==> src/rtl/imm_gen_pipe_pkg.sv <==
// Shared opcode constants and immediate format codes for the immediate generator.
package imm_gen_pipe_pkg;

  localparam logic [6:0] R_TYPE        = 7'b0110011;
  localparam logic [6:0] I_TYPE_OP_IMM = 7'b0010011;
  localparam logic [6:0] I_TYPE_LOAD   = 7'b0000011;
  localparam logic [6:0] S_TYPE        = 7'b0100011;
  localparam logic [6:0] B_TYPE        = 7'b1100011;
  localparam logic [6:0] J_TYPE        = 7'b1101111;
  localparam logic [6:0] I_TYPE_JALR   = 7'b1100111;
  localparam logic [6:0] U_TYPE_LUI    = 7'b0110111;
  localparam logic [6:0] U_TYPE_AUIPC  = 7'b0010111;
  localparam logic [6:0] OP_32         = 7'b0111011;
  localparam logic [6:0] OP_IMM_32     = 7'b0011011;
  localparam logic [6:0] SYSTEM        = 7'b1110011;

  typedef enum logic [2:0] {
    IMM_FMT_NONE  = 3'd0,
    IMM_FMT_I     = 3'd1,
    IMM_FMT_S     = 3'd2,
    IMM_FMT_B     = 3'd3,
    IMM_FMT_U     = 3'd4,
    IMM_FMT_J     = 3'd5,
    IMM_FMT_SHAMT = 3'd6,
    IMM_FMT_ZIMM  = 3'd7
  } imm_fmt_e;

  // SLLI/SRLI/SRAI (and the W forms) share the OP-IMM opcodes with funct3 001/101.
  function automatic logic is_shift(input logic [2:0] funct3);
    return funct3[1:0] == 2'b01;
  endfunction

endpackage

==> src/rtl/imm_gen_skid.sv <==
// Generic valid/ready output register with an optional second (skid) entry.
module imm_gen_skid #(
  parameter int unsigned WIDTH   = 8,
  parameter int unsigned SKID_EN = 1
) (
  input  logic             clk,
  input  logic             rst,
  input  logic             in_valid,
  output logic             in_ready,
  input  logic [WIDTH-1:0] in_data,
  output logic             out_valid,
  input  logic             out_ready,
  output logic [WIDTH-1:0] out_data
);

  logic             out_valid_q, skid_valid_q;
  logic [WIDTH-1:0] out_data_q, skid_data_q;
  logic             in_xfer, out_free;

  // With the skid entry, in_ready depends only on state, which breaks the ready path.
  assign in_ready  = (SKID_EN != 0) ? !skid_valid_q : (!out_valid_q || out_ready);
  assign in_xfer   = in_valid && in_ready;
  assign out_free  = !out_valid_q || out_ready;
  assign out_valid = out_valid_q;
  assign out_data  = out_data_q;

  always_ff @(posedge clk or posedge rst) begin
    if (rst) begin
      out_valid_q  <= 1'b0;
      out_data_q   <= '0;
      skid_valid_q <= 1'b0;
      skid_data_q  <= '0;
    end else if (out_free) begin
      // Skid entry is older than anything on the input, so it goes first.
      if (skid_valid_q) begin
        out_valid_q  <= 1'b1;
        out_data_q   <= skid_data_q;
        skid_valid_q <= 1'b0;
      end else begin
        out_valid_q <= in_xfer;
        if (in_xfer) out_data_q <= in_data;
      end
    end else if (in_xfer && (SKID_EN != 0)) begin
      skid_valid_q <= 1'b1;
      skid_data_q  <= in_data;
    end
  end

endmodule

==> src/rtl/imm_gen_pipe.sv <==
// Pipelined RV32/RV64 immediate generator: decodes in_instr and registers the result
// with its tag through a skid-buffered valid/ready stage.
module imm_gen_pipe
  import imm_gen_pipe_pkg::*;
#(
  parameter int unsigned XLEN    = 32,
  parameter int unsigned TAG_W   = 32,
  parameter int unsigned SKID_EN = 1
) (
  input  logic             clk,
  input  logic             rst,
  input  logic             in_valid,
  output logic             in_ready,
  input  logic [31:0]      in_instr,
  input  logic [TAG_W-1:0] in_tag,
  output logic             out_valid,
  input  logic             out_ready,
  output logic [XLEN-1:0]  out_imm,
  output logic [2:0]       out_fmt,
  output logic             out_illegal,
  output logic [TAG_W-1:0] out_tag
);

  localparam int unsigned PayloadW = XLEN + 3 + 1 + TAG_W;

  if (XLEN != 32 && XLEN != 64) begin : gen_xlen_check
    $error("imm_gen_pipe: XLEN must be 32 or 64");
  end

  function automatic logic [XLEN-1:0] sext32(input logic [31:0] v);
    return XLEN'($signed(v));
  endfunction

  logic [6:0]      opcode;
  logic [2:0]      funct3;
  logic [31:0]     i32, s32, b32, j32, u32;
  logic [XLEN-1:0] dec_imm;
  imm_fmt_e        dec_fmt;
  logic            dec_ill;
  logic [PayloadW-1:0] in_payload, out_payload;

  assign opcode = in_instr[6:0];
  assign funct3 = in_instr[14:12];
  assign i32 = {{20{in_instr[31]}}, in_instr[31:20]};
  assign s32 = {{20{in_instr[31]}}, in_instr[31:25], in_instr[11:7]};
  assign b32 = {{19{in_instr[31]}}, in_instr[31], in_instr[7], in_instr[30:25],
                in_instr[11:8], 1'b0};
  assign j32 = {{11{in_instr[31]}}, in_instr[31], in_instr[19:12], in_instr[20],
                in_instr[30:21], 1'b0};
  assign u32 = {in_instr[31:12], 12'h000};

  always_comb begin
    dec_imm = '0;
    dec_fmt = IMM_FMT_NONE;
    dec_ill = 1'b0;
    case (opcode)
      R_TYPE: ;
      OP_32: dec_ill = (XLEN != 64);
      I_TYPE_LOAD, I_TYPE_JALR: begin
        dec_imm = sext32(i32);
        dec_fmt = IMM_FMT_I;
      end
      I_TYPE_OP_IMM: begin
        if (is_shift(funct3)) begin
          dec_fmt = IMM_FMT_SHAMT;
          if (XLEN == 64) begin
            dec_imm = XLEN'(in_instr[25:20]);
          end else begin
            dec_imm = XLEN'(in_instr[24:20]);
            dec_ill = in_instr[25];
          end
        end else begin
          dec_imm = sext32(i32);
          dec_fmt = IMM_FMT_I;
        end
      end
      OP_IMM_32: begin
        if (XLEN != 64) begin
          dec_ill = 1'b1;
        end else if (is_shift(funct3)) begin
          dec_imm = XLEN'(in_instr[24:20]);
          dec_fmt = IMM_FMT_SHAMT;
          dec_ill = in_instr[25];
        end else begin
          dec_imm = sext32(i32);
          dec_fmt = IMM_FMT_I;
        end
      end
      S_TYPE: begin
        dec_imm = sext32(s32);
        dec_fmt = IMM_FMT_S;
      end
      B_TYPE: begin
        dec_imm = sext32(b32);
        dec_fmt = IMM_FMT_B;
      end
      J_TYPE: begin
        dec_imm = sext32(j32);
        dec_fmt = IMM_FMT_J;
      end
      U_TYPE_LUI, U_TYPE_AUIPC: begin
        dec_imm = sext32(u32);
        dec_fmt = IMM_FMT_U;
      end
      SYSTEM: begin
        if (funct3[2]) begin
          dec_imm = XLEN'(in_instr[19:15]);
          dec_fmt = IMM_FMT_ZIMM;
        end
      end
      // Also catches compressed encodings, since every legal opcode ends in 2'b11.
      default: dec_ill = 1'b1;
    endcase
  end

  assign in_payload = {dec_imm, dec_fmt, dec_ill, in_tag};

  imm_gen_skid #(
    .WIDTH  (PayloadW),
    .SKID_EN(SKID_EN)
  ) u_skid (
    .clk      (clk),
    .rst      (rst),
    .in_valid (in_valid),
    .in_ready (in_ready),
    .in_data  (in_payload),
    .out_valid(out_valid),
    .out_ready(out_ready),
    .out_data (out_payload)
  );

  assign {out_imm, out_fmt, out_illegal, out_tag} = out_payload;

endmodule

==> config.mk <==
export PLATFORM = sky130hd
export DESIGN_NAME = imm_gen_pipe
export DESIGN_NICKNAME = d
export VERILOG_FILES = /design/src/rtl/imm_gen_pipe_pkg.sv /design/src/rtl/imm_gen_skid.sv /design/src/rtl/imm_gen_pipe.sv
export SDC_FILE = /design/constraint.sdc
export NUM_CORES = 1
export LEC_CHECK = 0
export ABC_AREA = 1
export CORE_ASPECT_RATIO = 1.25
export CORE_MARGIN = 2
export CORE_UTILIZATION = 40
export DETAILED_ROUTE_END_ITERATION = 16
export GPL_ROUTABILITY_DRIVEN = 0
export HOLD_SLACK_MARGIN = 0.1
export PLACE_DENSITY = 0.61
export SLEW_MARGIN = 20
export SYNTH_ARGS = -nofsm -noshare
export SYNTH_HDL_FRONTEND = slang
export SYNTH_SLANG_ARGS = --single-unit
export TNS_END_PERCENT = 20
==> constraint.sdc <==
create_clock -name clk -period 14.65 [get_ports clk]
set_input_delay 3.6625 -clock clk [delete_from_list [all_inputs] [get_ports clk]]
set_output_delay 3.6625 -clock clk [all_outputs]
set_load 0.01 [all_outputs]
---- After elaboration in Yosys (flattened, before gate mapping) ----
Cells that the tools add are included.
storage, ports and cells
  flip-flop bits (word level) ............. 138
  bits of input ports ..................... 68
operators by class
  eq/ne operators ......................... 11
  mux-type cells .......................... 13
  bitwise operators ....................... 1
  reduce and logical (&&, ||, !) cells .... 11
operators with widths
  operator                                                               count
  32-bit one-hot mux with 7 select lines                                 1
  68-bit two-way mux                                                     2
  32-bit two-way mux                                                     1
  7-bit equality test, second input constant                             4
  7-bit by 6-bit equality test with 1-bit output, second input constant  3
  3-bit one-hot mux with 7 select lines                                  1
  7-bit by 5-bit equality test with 1-bit output, second input constant  2
  9-bit OR reduction                                                     1
  7-bit by 2-bit equality test with 1-bit output, second input constant  1
  3-bit two-way mux                                                      2
  5-bit two-way mux                                                      1
  1-bit two-way mux                                                      4
  2-bit AND reduction                                                    2
  2-bit nonzero test                                                     2
  2-bit OR reduction                                                     2
  2-bit by 1-bit equality test with 1-bit output, second input constant  1
  1-bit zero test                                                        2
  1-bit one-hot mux with 2 select lines                                  1
  1-bit logical AND                                                      1
  1-bit logical OR                                                       1
  1-bit NOT                                                              1

---- Depth between registers and ports, before layout ----
Gate-level depths: netlist of run 1.
  depth after elaboration ................. 5
  mapped depth ............................ 11
  gate-level depth less buffers ........... 11

---- Modules after synthesis ----
Synthesis of run 1 repeated with hierarchy kept, for this count alone.
unflattened totals
  cells, all modules ...................... 1082
  area total of the unflattened synthesis .. 7464.7 µm²
modules (own cells, without submodules)
  module        instances  cells each  area an instance (µm²)  seq. area each (µm²)
  imm_gen_skid  1          815         6175.9                  3453.3
  imm_gen_pipe  1          267         1288.7                  0.0

---- Worst setup path before layout of run 1 ----
OpenSTA, ideal clock, no wires.
  kind .................................... input to register
  from .................................... in in_instr[1]
  to ...................................... reg u_skid.skid_data_q[60]
  arrival time ............................ 4574 ps
  data required time ...................... 14515 ps
  path slack .............................. 9941 ps
  stages on the path ...................... 11
  cells stage by stage .................... nand2_2 inv_2 nand2_4 nor2_4 nand2_4 nand2_2 buf_6 nor2_1 nand3_1 nand2_1 o21ai_0
on the way
  cells in the longest elaborated chain, start to end .. 3
  elaborated cells on any way between the ends .. 12
RTL lines
  what                                                                    RTL line            source
  start: declaration                                                      imm_gen_pipe.sv:14  input logic [31:0] in_instr,
  7-bit by 6-bit equality test with 1-bit output (tied with other cells)  imm_gen_pipe.sv:56  case (opcode)
  2-bit OR reduction                                                      imm_gen_pipe.sv:56
  32-bit one-hot mux with 7 select lines (*)                              imm_gen_pipe.sv:56
  end signal: assignment                                                  imm_gen_skid.sv:45  skid_data_q <= in_data;
  end: declaration                                                        imm_gen_skid.sv:17  logic [WIDTH-1:0] out_data_q, skid_data_q;
Mark *: on every way between the ends. The rest lies on a longest branch, timed or not.
A chain may end at the register's enable or synchronous reset.

---- Worst setup path in the final report of run 1 ----
  from .................................... in out_ready
  to ...................................... reg u_skid.skid_data_q[37]
on the way
  cells in the longest elaborated chain, start to end .. 3
RTL lines
  what                           RTL line            source
  start: declaration             imm_gen_pipe.sv:17  input logic out_ready,
  1-bit logical OR               --
  1-bit NOT (no line)            --
  2-bit AND reduction (no line)  --
No other way between the ends.

==> results of run 1 <==
how the worst max path moves through the flow:
| stage | endpoint | cells past startpoint |
|---|---|---|
| 2_1_floorplan | u_skid.out_data[0]$_DFFE_PP0P_ | 1 |
| 3_3_place_gp | u_skid.skid_data_q[39]$_DFFE_PP0P_ | 6 |
| 3_5_place_dp | u_skid.skid_data_q[37]$_DFFE_PP0P_ | 7 |
| 4_1_cts | u_skid.skid_data_q[37]$_DFFE_PP0P_ | 7 |
| 5_1_grt | u_skid.skid_data_q[39]$_DFFE_PP0P_ | 7 |
| 6_report | u_skid.skid_data_q[37]$_DFFE_PP0P_ | 7 |
worst register-to-register path: cells and delay by family, from the launching register on:
family                 cells  cell delay, ns
DFF                        1            0.34
buffers and inverters      3            1.48
AOI/OAI and AO/OA          1            0.18
and+or+nand+nor            3            1.18
power by group:
group / switching (mW) / internal, mW / leakage [nW] / total, mW
clock: 0.165 / 0.281 / 0.300 / 0.447
sequential: 0.0327 / 0.440 / 1.73 / 0.472
combinational: 0.119 / 0.112 / 2.48 / 0.231
total: 0.317 / 0.833 / 4.51 / 1.15
cell type report:
class / count / area share, %
sequential: 138 / 38.5
multi-input combinational: 682 / 33.0
timing repair buffer: 143 / 15.8
clock buffer: 22 / 5.28
tap: 220 / 3.07
inverter: 66 / 2.82
clock inverter: 10 / 1.55
cell usage after synthesis (all sizes together):
cell    number  area (um^2)
a21oi       33          165
nor3         4         20.0
dfrtp      138         3450
clkbuf      29          109
nand2      369         1420
or2          1         6.26
nand4       28          175
inv         66          248
nand3       54          275
o21ai       29          145
a31oi       38          238
nor2       126          513
buf         29          189
flip-flops by register name, summed over array words and instances (netlist names):
register,count
u_skid.out_data,68
u_skid.out_valid,1
u_skid.skid_data_q,68
u_skid.skid_valid_q,1
metrics by stage:
step | hold WS [ns] | worst slack [ns] | area [um^2] | std cells
floorplan | 0.449 | 7.29 | 6950 | 944
global placement | 0.462 | 7.74 | 8360 | 1249
detailed placement | 0.464 | 7.62 | 8360 | 1249
CTS | 0.481 | 8.05 | 8980 | 1281
global route | 0.489 | 7.78 | 8980 | 1281
finish | 0.474 | 8.10 | 8980 | 1281
layer usage:
layer	vias up	GRT usage (%)	wire [um]
met2	174	35.3	8910
met3	27	6.21	1340
met1	2979	26.9	8240
met5	-	0	0
met4	0	8.16	380
li1	3211	-	-
cells by family after synthesis:
| kind of cell | Yosys count | synth area share [%] |
|---|---|---|
| buffers and inverters | 124 | 7.84 |
| DFF | 138 | 49.7 |
| AOI/OAI and AO/OA | 100 | 7.88 |
| and+or+nand+nor | 582 | 34.6 |
==> results.tsv, run 1 <==
stage	metric	value	unit
sta	final-max-slew-violation-count	0	
sta	tightest_slew	0.989	ns
final_layout	layout-drive-gt1-share	5.84	%
critical_path	startpoint	out_ready	
route	drcViolationCount	0	
critical_path	timing.rr.end	u_skid.skid_data_q[37]$_DFFE_PP0P_	
global_route	first_global_vias	6223	
min_path	hold_class	flip-flop to flip-flop	
final_layout	n_antenna_cell	0	
yosys	ys_seq_area_share	49.7	%
min_path	hold-path-endpoint	u_skid.out_data[54]$_DFFE_PP0P_	
yosys	synth_area_per_cell	7.37	um^2
power_and_ir_drop	ir_drop	0.0691	mV
yosys	syn_area	6950	um^2
sta	skew	0.00872	ns
route	viasPerCell	4.99	
critical_path	crit_buf_inv	3	
yosys	syn-instance-count	944	
min_path	hold_start	u_skid.out_data[54]$_DFFE_PP0P_	
status	status	finished clean	
placed_design	io_buffers	137	
clocking	post-cts-setup-buffers	0	
clocking	cts_buffers	17	
critical_path	crit_arrival	6.88	ns
final_layout	fillers	1701	
global_route	grt_overflow	0	
clocking	hold_buffers	0	
power_and_ir_drop	p_leak	4.51	nW
critical_path	path_class	input pin to flip-flop	
critical_path	critical_path.slowest_cell	nand3_2	
route	vias	6391	
clocking	cts-root-buf	clkbuf_16	
sta	hold_viol_final	0	
floorplan	core-area	16900	um^2
floorplan	die_h	151	um
route	routedWlPerCell	14.7	um
sta	rsz0062_at_grt	false	
critical_path	slowest_delay	0.82	ns
global_route	grt_start_max_net_pins	80	
global_route	grtUsageTotal	21.6	%
flow_run	cap_violations	0	
floorplan	ios	138	
route	dr.pass1.iters	5	
final_layout	multi_input_area	2970	um^2
final_layout	final_cell_mix	nand2_1, clkdlybuf4s50_1, dfrtp_1	
critical_path	cp-end-kind	flip-flop	
clocking	cts-resized-gates	0	
final_layout	fin_util	53.1	%
final_layout	regArea	3450	um^2
clocking	clockBufferDepth	2	
critical_path	cp_top_family	buffers and inverters	
min_path	worstHoldPathCells	2	
route	ant_nets	0	
final_layout	area_growth	29.1	%
yosys	ys_warn_count	0	
placed_design	dp_hpwl	12000	um
clocking	clk_latency	0.43	ns
clocking	cts_tree	done	
final_layout	final_common_cell	nand2_1	
floorplan	start_util	41.1	%
critical_path	critical_path.reg2reg.startpoint	u_skid.out_valid$_DFFE_PP0N_	
final_layout	nNetsFinal	1116	
floorplan	fp.dieArea	18500	um^2
yosys	ys_types	23	
critical_path	critPathMaxFanout	63	
sta	fmax	153	MHz
sta	relSlewSlack	34.0	%
critical_path	start_kind	input pin	
clocking	cts_max_level	4	
clocking	cts_sinks	138	
sta	setup_tns	0	ns
global_route	grt_pass1_wl	31000	um
critical_path	crit_required	14.98	ns
yosys	ys_ff_latch	138	
power_and_ir_drop	p_total	1.15	mW
route	routed_wl	18900	um
critical_path	reg2reg_slack	11.38	ns
floorplan	fp.dieW	122	um
floorplan	rows	53	
sta	finalCritPeriodShare	44.7	%
route	drtIter0Drc	446	
power_and_ir_drop	powerDensity	128	nW/um^2
clocking	clk_pin_slew	0.06	ns
critical_path	r2r_cells	7	
yosys	syn-num-nets	1012	
critical_path	cpMostUsedCell	nor2_1	
critical_path	crit_chain	clkdlybuf4s50_1 -> nor2_1 -> nand3_2 -> inv_2 -> buf_4 -> nor2_1 -> a31oi_1	
global_route	antenna_found_initial	0	
sta	min_period	6.55	ns
sta	setup_violations	0	
Note: power is estimated with default switching activity, not from simulation.
==> run 2, diff against run 1 <==
Settings changed: PLACE_DENSITY 0.61 to 0.64.
Clock period 14.65 ns to 5.75 ns, I/O delays scaled along.
==> results.tsv, run 2 (same netlist as run 1, synthesis figures left out) <==
stage	metric	value	unit
clocking	clk_pin_slew	0.06	ns
floorplan	start_util	41.1	%
critical_path	slowest_delay	0.62	ns
min_path	hold_class	flip-flop to flip-flop	
sta	skew	0.0101	ns
clocking	hold_buffers	0	
critical_path	reg2reg_slack	3.22	ns
power_and_ir_drop	swShare	27.2	%
global_route	grt_use_met1	27.1	%
critical_path	crit_arrival	3.84	ns
global_route	grt_overflow	0	
global_route	use_met2	33.6	%
floorplan	fp.dieW	122	um
critical_path	path_class	input pin to flip-flop	
clocking	cts_tree	done	
final_layout	finalInstanceArea	9020	um^2
power_and_ir_drop	powerDensity	332	nW/um^2
route	dr.pass1.iters	5	
sta	tightest_slew	0.959	ns
min_path	hold_start	u_skid.out_data[53]$_DFFE_PP0P_	
final_layout	nNetsFinal	1117	
sta	fmax	287	MHz
critical_path	start_kind	input pin	
power_and_ir_drop	switchingPower	0.815	mW
critical_path	crit_required	6.10	ns
route	viasPerCell	5.00	
global_route	grt_use_met3	5.91	%
global_route	antenna_found_initial	0	
global_route	first_global_vias	6020	
status	status	finished clean	
clocking	cts_max_level	4	
min_path	worstHoldPathCells	2	
critical_path	timing.rr.end	u_skid.skid_data_q[24]$_DFFE_PP0P_	
route	routed_wl	18400	um
power_and_ir_drop	power_frac_seq	40.3	%
critical_path	r2r_cells	7	
critical_path	critical_path.slowest_cell	inv_2	
critical_path	cp_top_family	buffers and inverters	
clocking	clk_latency	0.41	ns
power_and_ir_drop	intPower	2.18	mW
final_layout	final_common_cell	nand2_1	
floorplan	fp.dieArea	18500	um^2
floorplan	die_h	151	um
route	vias	6409	
placed_design	placed_area	8370	um^2
route	drcViolationCount	0	
floorplan	core-area	16900	um^2
floorplan	rows	53	
global_route	grtUsageTotal	20.8	%
sta	setup_tns	0	ns
sta	finalCritPeriodShare	60.7	%
final_layout	layout-drive-gt1-share	6.12	%
critical_path	crit_buf_inv	4	
sta	min_period	3.49	ns
sta	relSlewSlack	36.1	%
sta	final-max-slew-violation-count	0	
critical_path	crit_chain	clkdlybuf4s50_1 -> nor2_1 -> nand3_2 -> buf_4 -> inv_2 -> buf_4 -> nand2_1 -> nand2_1	
power_and_ir_drop	ir_drop	0.209	mV
final_layout	fillers	1621	
floorplan	ios	138	
power_and_ir_drop	combPwrFrac	19.7	%
sta	hold_viol_final	0	
min_path	hold-path-endpoint	u_skid.out_data[53]$_DFFE_PP0P_	
clocking	post-cts-setup-buffers	0	
clocking	cts_buffers	17	
power_and_ir_drop	p_clk_share	40.0	%
critical_path	critPathMaxFanout	48	
flow_run	cap_violations	0	
clocking	clockBufferDepth	2	
clocking	cts_sinks	138	
final_layout	final_cell_mix	nand2_1, clkdlybuf4s50_1, dfrtp_1	
clocking	cts-resized-gates	0	
placed_design	io_buffers	137	
critical_path	critical_path.reg2reg.startpoint	u_skid.skid_valid_q$_DFFE_PP0P_	
critical_path	cp-end-kind	flip-flop	
route	drtIter0Drc	464	
placed_design	dp_hpwl	11900	um
sta	rsz0062_at_grt	false	
route	ant_nets	0	
global_route	grt_start_max_net_pins	107	
critical_path	startpoint	out_ready	
final_layout	area_growth	29.7	%
sta	setup_violations	0	
route	routedWlPerCell	14.3	um
global_route	top_usage_layer	met2	
global_route	grt_pass1_wl	30200	um
final_layout	n_antenna_cell	0	
clocking	cts-root-buf	clkbuf_16	
power_and_ir_drop	p_leak	4.53	nW
run 2: cell type report:
| type | instances | area (um^2) | area share, % |
|---|---|---|---|
| Clock buffer | 17 | 425 | 4.72 |
| Multi-Input combinational cell | 682 | 2970 | 32.9 |
| Tap cell | 220 | 275 | 3.05 |
| Timing Repair Buffer | 144 | 1420 | 15.8 |
| Clock inverter | 15 | 220 | 2.44 |
| Sequential cell | 138 | 3450 | 38.3 |
| Inverter | 66 | 255 | 2.83 |
run 2: power groups by stage:
| stage | clock, mW | sequential [mW] | combinational [mW] |
|---|---|---|---|
| floorplan | 0 | 1.24 | 0.260 |
| global route | 1.26 | 1.22 | 0.659 |
| finish | 1.20 | 1.21 | 0.590 |
| detailed placement | 0 | 1.22 | 0.596 |
| CTS | 1.22 | 1.21 | 0.599 |
| global placement | 0 | 1.22 | 0.589 |
run 2: routing by layer:
layer / share of wire (%) / vias up
li1: - / 3196
met1: 44 / 3026
met2: 49 / 169
met3: 6.3 / 18
met4: 1.4 / 0
met5: 0 / -
run 2: through the flow:
step                utilization, %  total power [mW]  std cells  hold slack, ns  setup WS, ns
finish                        53.3              2.99       1282           0.474          2.26
global route                  53.3              3.15       1282           0.492          2.02
CTS                           53.3              3.02       1282           0.480          2.25
detailed placement            49.5              1.82       1250           0.464          1.81
global placement              49.5              1.81       1250           0.462          1.89
floorplan                        -              1.50        944           0.449         0.616
run 2: worst max path at each step:
stage,end,slack [ns],depth (start not counted)
detailed placement,u_skid.skid_data_q[24]$_DFFE_PP0P_,1.81,8
global placement,u_skid.skid_data_q[28]$_DFFE_PP0P_,1.89,8
floorplan,u_skid.out_data[0]$_DFFE_PP0P_,0.62,1
CTS,u_skid.skid_data_q[8]$_DFFE_PP0P_,2.25,8
global route,u_skid.skid_data_q[28]$_DFFE_PP0P_,2.02,8
finish,u_skid.skid_data_q[24]$_DFFE_PP0P_,2.26,8
run 2: tightest hold or removal path, stage by stage (launching register included):
cell and delay, ns:
dfrtp_1 0.34, nand2_1 0.05, nand2_1 0.05
==> run 3, diff against run 2 <==
Clock period 5.75 ns to 3.1 ns, I/O delays scaled along.
==> results.tsv, run 3 (same netlist as run 1, synthesis figures left out) <==
stage	metric	value	unit
clocking	clockBufferDepth	2	
status	status	finished clean	
global_route	grt_pass1_wl	30900	um
sta	min_period	2.24	ns
global_route	grt_overflow	0	
global_route	top_usage_layer	met2	
sta	rsz0062_at_grt	false	
final_layout	fillers	1644	
global_route	use_met2	34.4	%
sta	setup_violations	0	
critical_path	critPathMaxFanout	42	
route	routed_wl	18300	um
sta	relSlewSlack	52.2	%
global_route	grt_use_met1	27.6	%
clocking	cts_buffers	17	
power_and_ir_drop	powerDensity	576	nW/um^2
placed_design	dp_hpwl	11800	um
final_layout	nNetsFinal	1126	
sta	finalCritPeriodShare	72.2	%
route	vias	6366	
route	drtIter0Drc	394	
placed_design	io_buffers	137	
floorplan	core-area	16900	um^2
critical_path	start_kind	input pin	
floorplan	rows	53	
sta	hold_viol_final	0	
final_layout	multi_input_area	2970	um^2
flow_run	cap_violations	0	
clocking	clk_latency	0.42	ns
critical_path	path_class	input pin to flip-flop	
clocking	cts_max_level	4	
critical_path	cp-end-kind	flip-flop	
clocking	cts-root-buf	clkbuf_16	
clocking	post-cts-setup-buffers	0	
global_route	grt_start_max_net_pins	81	
global_route	grtUsageTotal	21.3	%
final_layout	area_growth	30.6	%
clocking	cts-resized-gates	0	
sta	setup_tns	0	ns
floorplan	start_util	41.1	%
sta	fmax	446	MHz
clocking	cts_sinks	138	
clocking	clk_pin_slew	0.06	ns
sta	tightest_slew	0.718	ns
global_route	grt_use_met3	5.69	%
sta	final-max-slew-violation-count	0	
floorplan	fp.dieW	122	um
clocking	cts_tree	done	
clocking	hold_buffers	0	
critical_path	crit_required	3.38	ns
final_layout	regArea	3450	um^2
floorplan	ios	138	
route	drcViolationCount	0	
route	ant_nets	0	
final_layout	fin_util	53.7	%
critical_path	crit_arrival	2.52	ns
power_and_ir_drop	p_total	5.23	mW
floorplan	die_h	151	um
final_layout	final_common_cell	nand2_1	
power_and_ir_drop	p_leak	4.54	nW
route	dr.pass1.iters	4	
global_route	antenna_found_initial	1	
route	routedWlPerCell	14.2	um
power_and_ir_drop	ir_drop	0.321	mV
route	viasPerCell	4.93	
min_path	hold_class	flip-flop to flip-flop	
global_route	first_global_vias	6122	
sta	skew	0.00631	ns
final_layout	final_cell_mix	nand2_1, clkdlybuf4s50_1, dfrtp_1	
final_layout	layout-drive-gt1-share	6.82	%
floorplan	fp.dieArea	18500	um^2
-- run 3: final cells by class --
type / instances / area share, %
timing repair buffer: 153 / 17.4
tap: 220 / 3.03
clock buffer: 17 / 4.69
antenna: 1 / 0.0276
clock inverter: 14 / 1.38
sequential: 138 / 38.1
inverter: 66 / 2.77
multi-input combinational: 682 / 32.7
-- run 3: metrics by stage --
step	cells	instance area, um^2	worst slack (ns)	hold slack [ns]
detailed placement	1259	8530	0.448	0.465
floorplan	944	6960	0.604	0.449
global route	1291	9080	0.650	0.496
finish	1291	9080	0.860	0.477
CTS	1290	9080	0.848	0.481
global placement	1259	8530	0.462	0.461
-- run 3: report_power, final --
group	internal (mW)	total [mW]	switching [mW]
clock	1.10	1.89	0.792
sequential	2.08	2.24	0.158
combinational	0.549	1.11	0.559
-- run 3: final timing paths --
check,endpoint,cells after the start,slack (ns),from
max in group asynchronous,u_skid.skid_data_q[43]$_DFFE_PP0P_,3,1.74,rst
worst max-delay path,u_skid.skid_data_q[66]$_DFFE_PP0P_,10,0.86,in_instr[6]
worst max register to register,u_skid.out_data[33]$_DFFE_PP0P_,7,1.10,u_skid.skid_valid_q$_DFFE_PP0P_
min in group asynchronous,u_skid.out_data[2]$_DFFE_PP0P_,2,0.66,rst
worst min-delay path,u_skid.skid_data_q[15]$_DFFE_PP0P_,2,0.48,u_skid.skid_data_q[15]$_DFFE_PP0P_
worst min register to register,u_skid.skid_data_q[15]$_DFFE_PP0P_,2,0.48,u_skid.skid_data_q[15]$_DFFE_PP0P_
-- run 3: worst max-delay path: stages --
cell	delay [ns]
clkdlybuf4s50_1	0.61
inv_1	0.09
nand2_1	0.07
nor2_1	0.04
nand2_1	0.08
nand2_2	0.18
nand2_4	0.40
nand3_1	0.12
nand2_1	0.07
o21ai_0	0.08
-- run 3: routing by layer --
layer,vias up,wire (um)
li1,3225,-
met1,2954,7950
met2,165,8910
met3,22,1090
met4,0,336
met5,-,0
